$ cat src/rtl/fft_sp_framer.sv
// +--------------------------------------------------------------------------+
// | fft_sp_framer                                                            |
// | Ping-pong serial-to-parallel framer feeding the FFT butterfly datapath.  |
// | Revision: 1.0                                                            |
// +--------------------------------------------------------------------------+
`default_nettype none

module fft_sp_framer #(
    parameter int DATA_W = 34,
    parameter int NPOINT = 4,
    parameter int LOG2N  = 2,
    parameter int CNT_W  = 16
) (
    input  logic                     clk,
    input  logic                     rst_n,
    input  logic                     in_valid,
    output logic                     in_ready,
    input  logic [DATA_W-1:0]        in_data,
    input  logic                     in_last,
    input  logic                     bitrev_en,
    output logic                     out_valid,
    input  logic                     out_ready,
    output logic [NPOINT*DATA_W-1:0] out_data,
    output logic                     frame_err,
    output logic [CNT_W-1:0]         frame_cnt
);

    localparam int               FRAME_W  = NPOINT * DATA_W;
    localparam logic [LOG2N-1:0] LAST_IDX = LOG2N'(NPOINT - 1);

    function automatic logic [LOG2N-1:0] f_bitrev(input logic [LOG2N-1:0] v);
        logic [LOG2N-1:0] r;
        for (int i = 0; i < LOG2N; i++) begin
            r[i] = v[LOG2N-1-i];
        end
        return r;
    endfunction

    logic                 wb_q, wb_d;
    logic                 rb_q, rb_d;
    logic [1:0]           full_q, full_d;
    logic [LOG2N-1:0]     wr_idx_q, wr_idx_d;
    logic                 br_q, br_d;
    logic                 err_q, err_d;
    logic [CNT_W-1:0]     cnt_q, cnt_d;

    logic                 w_accept;
    logic                 w_drain;
    logic                 w_br;
    logic [LOG2N-1:0]     w_slot;
    logic [1:0][FRAME_W-1:0] w_bank;

    // Mode is sampled on the first beat so the slot order cannot change mid-frame.
    assign w_br     = (wr_idx_q == '0) ? bitrev_en : br_q;
    assign w_slot   = w_br ? f_bitrev(wr_idx_q) : wr_idx_q;
    assign w_accept = in_valid & in_ready;
    assign w_drain  = out_valid & out_ready;

    always_ff @(posedge clk) begin
        if (rst_n) begin
            wb_q     <= 1'b0;
            rb_q     <= 1'b0;
            full_q   <= 2'b00;
            wr_idx_q <= '0;
            br_q     <= 1'b0;
            err_q    <= 1'b0;
            cnt_q    <= '0;
        end else begin
            wb_q     <= wb_d;
            rb_q     <= rb_d;
            full_q   <= full_d;
            wr_idx_q <= wr_idx_d;
            br_q     <= br_d;
            err_q    <= err_d;
            cnt_q    <= cnt_d;
        end
    end

    // Completion and drain always target different banks, so both may apply at once.
    always_comb begin
        wb_d     = wb_q;
        rb_d     = rb_q;
        full_d   = full_q;
        wr_idx_d = wr_idx_q;
        br_d     = br_q;
        err_d    = 1'b0;
        cnt_d    = cnt_q;
        if (w_accept) begin
            if (wr_idx_q == '0) begin
                br_d = bitrev_en;
            end
            if (wr_idx_q == LAST_IDX) begin
                full_d[wb_q] = 1'b1;
                wb_d         = ~wb_q;
                wr_idx_d     = '0;
            end else if (in_last) begin
                wr_idx_d = '0;
                err_d    = 1'b1;
            end else begin
                wr_idx_d = wr_idx_q + LOG2N'(1);
            end
        end
        if (w_drain) begin
            full_d[rb_q] = 1'b0;
            rb_d         = ~rb_q;
            cnt_d        = cnt_q + CNT_W'(1);
        end
    end

    generate
        for (genvar b = 0; b < 2; b++) begin : g_bank
            localparam logic c_sel = 1'(b);
            logic [FRAME_W-1:0] bank_q;

            always_ff @(posedge clk) begin
                if (rst_n) begin
                    bank_q <= '0;
                end else if (w_accept && (wb_q == c_sel)) begin
                    for (int k = 0; k < NPOINT; k++) begin
                        if (w_slot == LOG2N'(k)) begin
                            bank_q[k*DATA_W +: DATA_W] <= in_data;
                        end
                    end
                end
            end

            assign w_bank[b] = bank_q;
        end
    endgenerate

    always_comb begin
        in_ready  = ~rst_n & ~full_q[wb_q];
        out_valid = full_q[rb_q];
        out_data  = w_bank[rb_q];
        frame_err = err_q;
        frame_cnt = cnt_q;
    end

endmodule

`default_nettype wire

$ cat config.mk
export PLATFORM = sky130hd
export DESIGN_NAME = fft_sp_framer
export DESIGN_NICKNAME = d
export VERILOG_FILES = /design/src/rtl/fft_sp_framer.sv
export SDC_FILE = /design/constraint.sdc
export NUM_CORES = 1
export LEC_CHECK = 0
export CORE_MARGIN = 2
export CORE_UTILIZATION = 36
export CTS_CLUSTER_DIAMETER = 150
export DETAILED_ROUTE_END_ITERATION = 10
export DONT_BUFFER_PORTS = 1
export GPL_ROUTABILITY_DRIVEN = 0
export HOLD_SLACK_MARGIN = 0.15
export SYNTH_ARGS = -nofsm -noshare
export SYNTH_HDL_FRONTEND = slang
export SYNTH_SLANG_ARGS = --single-unit
$ cat constraint.sdc
create_clock -name clk -period 2.5 [get_ports clk]
set_clock_uncertainty 0.2 [all_clocks]
set_input_delay 0.5 -clock clk [delete_from_list [all_inputs] [get_ports clk]]
set_output_delay 0.5 -clock clk [all_outputs]
set_load 0.1 [all_outputs]
## After elaboration in Yosys (flattened, before gate mapping)

Cells that the tools add are included.

| storage, ports and cells | value |
|---|---|
| register bits | 296 |
| output and inout bits | 155 |
| word-level logic and storage cells | 70 |

| cells by class | value |
|---|---|
| add/subtract/negate cells | 2 |
| magnitude comparators | 4 |
| eq/ne operators | 4 |
| mux-type cells | 18 |
| bitwise gates (word level) | 11 |
| reductions and logical operators | 16 |

Operator list:

| cell | number |
|---|---|
| 2-to-1 mux 136 bit | 2 |
| AND reduction 2 bit | 9 |
| adder 16 x 1 -> 16 bit, second input constant | 1 |
| 2-to-1 mux 2 bit | 6 |
| 2-to-1 mux 1 bit | 8 |
| equality test 2 bit, second input constant | 3 |
| NOT 1 bit | 5 |
| logical AND 1 bit | 4 |
| zero test 2 bit | 2 |
| less-than comparator 1 x 2 -> 1 bit, second input constant | 2 |
| AND 1 bit | 3 |
| OR reduction 3 bit | 1 |
| adder 2 x 1 -> 2 bit, second input constant | 1 |
| AND 2 bit | 1 |
| demux 1 bit (select 1 bit) | 2 |
| equality test 2 x 1 -> 1 bit, second input constant | 1 |
| greater-or-equal comparator 1 bit, second input constant | 2 |
| NOT 2 bit | 1 |
| OR 2 bit | 1 |

## Logic depth before layout (Yosys ltp)

Gate-level depths: netlist of run 1.

| depth | value |
|---|---|
| depth in word-level cells | 9 |
| gate-level depth with buffers | 9 |
| gate-level depth less buffers | 6 |

## Worst setup path before layout of run 1

OpenSTA, ideal clock, no wires.

| timing | value |
|---|---|
| path kind | flip-flop to output port |
| start point | register wb_q |
| end point | output port in_ready |
| data arrival time | 2.141 ns |
| setup slack | -0.341 ns |
| stages on the path, launching flop included | 4 |
| cells stage by stage | dfxtp_1 -> buf_2 -> mux2i_1 -> nor2b_1 |

| on the way | value |
|---|---|
| cells in the longest elaborated chain, start to end | 4 |

Ends and longest elaborated chain:

| item | RTL line | RTL |
|---|---|---|
| from (decl) | 39 | `logic wb_q, wb_d;` |
| from (signal assigned) | 69 | `wb_q <= wb_d;` |
| 2-to-1 mux 1 bit (implied by the code) (2 in a row) | 132 | `in_ready = ~rst_n & ~full_q[wb_q];` |
| NOT 1 bit | 132 |  |
| AND 1 bit | 132 |  |
| to (decl) | 17 | `output logic in_ready,` |

Every way passes these cells. The select of a mux whose other input is x is not followed.

## Worst setup path in the final report of run 1

| timing | value |
|---|---|
| start point | register rb_q |
| end point | output port out_data[12] |

| on the way | value |
|---|---|
| cells in the longest elaborated chain, start to end | 2 |

Ends and longest elaborated chain:

| item | RTL line | RTL |
|---|---|---|
| from (decl) | 40 | `logic rb_q, rb_d;` |
| from (signal assigned) | 70 | `rb_q <= rb_d;` |
| 2-to-1 mux 136 bit (implied by the code) (2 in a row) | 134 | `out_data = w_bank[rb_q];` |
| to (decl) | 23 | `output logic [NPOINT*DATA_W-1:0] out_data,` |

Every way passes these cells. The select of a mux whose other input is x is not followed.

==> results.json, run 1 <==
{
  "maxSlewHeadroom": 0.394,
  "grt_pass1_wl_um": 65000,
  "placed_cells": 2012,
  "synthXorXnorAreaFrac": 0.00615,
  "grt_overflow": 0,
  "grt_pass1_vias": 11800,
  "fin_crit_sh": 1.02,
  "worstSetupEndpoint": "out_data[12]",
  "drive_gt1_frac": 0.228,
  "synth-async-reset-ratio": 0,
  "synth_area_sq_um": 12800,
  "drv_cap": 0,
  "fillers": 3051,
  "clockBufferDepth": 3,
  "r2r-end": "frame_cnt[12]",
  "hold_path_class": "input port to flop",
  "syn_nets": 1583,
  "yosysSeqAreaShare": 0.463,
  "slowest_stage": "mux2_2",
  "status": "finished with violations",
  "row_count": 69,
  "routedWlPerCell_um": 18.5,
  "p_seq_frac": 0.447,
  "yosys-mux-area-fraction": 0.128,
  "avgSynthCellArea_sq_um": 8.32,
  "switching_share": 0.237,
  "portBuffers": 0,
  "drt-total-wl_um": 42100,
  "dieArea_sq_um": 37100,
  "fin_crit_ps": 2540,
  "crit_path_frequent_cell": "buf_12",
  "clkLatencyLatePin_ps": 500,
  "coreArea_sq_um": 35300,
  "die_y_um": 193,
  "antenna_found_initial": 2,
  "yosys_warnings": 0,
  "synth_top_family_by_area": "compound AO/OA/AOI/OAI gates",
  "cts_tree": "built",
  "synth_seq_cells": 296,
  "hold_violations": 24,
  "vias": 12100,
  "worst_pin_slew_ps": 909,
  "hold-path-cell-count": 2,
  "postRouteAntennaNets": 0,
  "vias_per_cell": 5.30,
  "stdcell_count": 2278,
  "ys_types": 44,
  "areaGrowthSynthToFinish_pct": 50.4,
  "power_density_nw_per_um2": 554,
  "power_frac_comb": 0.079,
  "dp_hpwl_um": 23900,
  "crit_path_start_kind": "flop",
  "cts-htree-levels": 2,
  "final_nets": 1835,
  "hold_slack_ps": -56.8,
  "synth-edff-count": 0,
  "critPathCaptureType": "primary output",
  "reg2regPathDepth": 6,
  "drc": 0,
  "r2r-start": "rb_q",
  "leakage_uw": 0.00726,
  "worstPathCellList": "buf_12, buf_16, mux2_2, buf_12",
  "first_iter_violations": 992,
  "synthFlopType": "dfxtp_1",
  "vdd_ir_drop_max_uv": 452,
  "drtPass1Iterations": 5,
  "synth_compound_area_frac": 0.169,
  "cp_max_fo": 29,
  "rsz0062_at_grt": "yes",
  "cts-root-buf": "clkbuf_16",
  "p_int_uw": 8150,
  "io-pin-count": 195,
  "synthCells": 1539,
  "path_clk_slew_ps": 60,
  "clock-sinks": 296,
  "fmaxAchievable_mhz": 394,
  "synthAdderAreaFrac": 0.00391,
  "cp.required_ps": 1800,
  "initial_utilization": 0.363,
  "cp.arrival_ps": 1840,
  "min_from": "in_data[33]",
  "critical_path_class": "flop to primary output",
  "cts_inserted_buffers": 34,
  "setup_viol": 48,
  "startpoint": "rb_q",
  "grt_max_degree": 304,
  "pwr-share-clk": 0.474,
  "cp_slowest_stage_delay_ps": 400,
  "setup_ws_ps": -40.9,
  "yosys.area_share.simple": 0.165,
  "switching_power_uw": 2530,
  "maxSlewViolCount": 0,
  "r2r_setup_slack_ps": 10,
  "violations": "hold timing, setup timing",
  "grt_usage": 0.221,
  "die_w_um": 193
}
[metal layers]
| layer | global-route usage | vias to the layer above | share of wire |
|---|---|---|---|
| met5 | 0 | - | 0 |
| met4 | 0.0546 | 0 | 0.020 |
| met3 | 0.0460 | 54 | 0.066 |
| met2 | 0.370 | 382 | 0.49 |
| met1 | 0.290 | 5850 | 0.43 |
| li1 | - | 5792 | - |
[metrics by stage]
stage                     utilization  TNS [ps]  setup slack (ps)  cell area [sq um]  power (uW)
after detailed placement        0.452         0               118              16000        5570
after global routing            0.546     -3610             -69.2              19300       11000
after CTS                       0.535     -1420             -48.4              18900       10700
after floorplan                     -         0              24.7              12800        5460
final                           0.546      -896             -40.9              19300       10700
after global placement          0.452         0               204              16000        5570
[cells in the final DEF (no fill, tap or decap), types with 4 or more instances in the layout]
| cell type | netlist | routed |
|---|---|---|
| buf_12 | 0 | 155 |
| o21ai_1 | 122 | 122 |
| mux2i_4 | 1 | 5 |
| or4_1 | 5 | 5 |
| mux2_2 | 137 | 136 |
| nand4_1 | 4 | 4 |
| xor2_1 | 8 | 8 |
| clkbuf_1 | 80 | 11 |
| ha_1 | 4 | 4 |
| nand2_1 | 284 | 280 |
| a21oi_1 | 283 | 283 |
| dfxtp_1 | 296 | 290 |
| dfxtp_2 | 0 | 4 |
| dlygate4sd3_1 | 0 | 191 |
| nand2_2 | 1 | 4 |
| nor2_1 | 12 | 12 |
| buf_4 | 14 | 37 |
| o21ai_0 | 16 | 16 |
| inv_1 | 5 | 5 |
| nand3_1 | 142 | 142 |
| o31ai_1 | 4 | 4 |
| clkbuf_16 | 0 | 37 |
| clkbuf_8 | 0 | 7 |
[cells by family (layout without fill, tap and decap cells)]
kind of cell             Yosys count  count (layout)
AO/OA/AOI/OAI                    428             428
XOR/XNOR                           9               9
adder cells (fa/ha/maj)            4               4
buffers and inverters            180             456
flip-flops                       296             296
multiplexers                     144             144
other                              0               2
AND/OR/NAND/NOR                  478             478
[area by class of cell]
| type | count | area, sq um | share of cell area |
|---|---|---|---|
| Multi-Input combinational cell | 1063 | 6140 | 0.319 |
| Sequential cell | 296 | 5940 | 0.308 |
| Timing Repair Buffer | 391 | 5460 | 0.284 |
| Clock buffer | 53 | 1010 | 0.0526 |
| Tap cell | 461 | 577 | 0.0299 |
| Clock inverter | 7 | 114 | 0.00591 |
| Inverter | 5 | 18.8 | 0.000974 |
| Antenna cell | 2 | 5.00 | 0.000260 |
[critical path: cells and delay by family, from the launching register on]
kind	cells	cell delay (ps)
flops	1	370
mux	1	400
buf+inv	3	540
[cells in the mapped netlist, types with 2 or more instances]
cell type / number / area share
inv_1: 5 / 0.0015
buf_1: 6 / 0.0018
clkbuf_1: 80 / 0.023
o21ai_0: 16 / 0.0063
o31ai_1: 4 / 0.0023
o21ai_1: 122 / 0.048
nand3_1: 142 / 0.055
nand3b_1: 2 / 0.0012
nor2_1: 12 / 0.0035
mux2_2: 137 / 0.12
nor2b_1: 4 / 0.0020
and3_1: 3 / 0.0015
or3_1: 2 / 0.00098
a21oi_1: 283 / 0.11
xor2_1: 8 / 0.0055
nor3b_1: 2 / 0.0012
buf_2: 71 / 0.028
nand2_1: 284 / 0.083
ha_1: 4 / 0.0039
mux2i_1: 3 / 0.0023
and2_1: 4 / 0.0020
or4_1: 5 / 0.0029
buf_6: 4 / 0.0035
mux2i_2: 2 / 0.0021
buf_4: 14 / 0.0082
nand2b_1: 3 / 0.0015
nor3_1: 2 / 0.00078
dfxtp_1: 296 / 0.46
nand4_1: 4 / 0.0020
[flip-flops by register name, summed over array words and instances (netlist names)]
register       flops
wb_q               1
wr_idx_q           2
g_bank.bank_q    272
frame_err          1
br_q               1
frame_cnt         16
rb_q               1
full_q             2
[worst min-delay path by stage]
stage,endpoint,slack (ps)
after floorplan,g_bank[1].bank_q[0],230
after global placement,g_bank[1].bank_q[133],230
after detailed placement,g_bank[1].bank_q[31],240
after CTS,g_bank[0].bank_q[32],-120
after global routing,g_bank[1].bank_q[35],-90
final,g_bank[0].bank_q[67],-60
[power by group through the flow]
stage,logic (uW),clock network [uW],registers (uW)
6_report,842,5060,4770
5_1_grt,877,5350,4770
4_1_cts,800,5150,4770
3_5_place_dp,697,0,4870
3_3_place_gp,694,0,4870
2_1_floorplan,579,0,4880
[what timing repair did]
action / in CTS / in global routing
endpoints found under the setup margin: 133 / 239
pin swaps: 0 / 2
hold buffers: 172 / 19
gates cloned: 1 / 3
setup buffers: 3 / 6
resized for setup: 5 / 16
hold endpoints to repair: 296 / 144
(Power assumes the default switching activity.)
==> run 2, diff against run 1 <==
--- a/config.mk
+++ b/config.mk
@@ -10,7 +10,6 @@
 export CTS_CLUSTER_DIAMETER = 150
 export DETAILED_ROUTE_END_ITERATION = 10
 export DONT_BUFFER_PORTS = 1
-export GPL_ROUTABILITY_DRIVEN = 0
 export HOLD_SLACK_MARGIN = 0.15
 export SYNTH_ARGS = -nofsm -noshare
 export SYNTH_HDL_FRONTEND = slang
==> results of run 2 <==
Same layout as run 1: the final DEF is identical, and so are final timing and power.
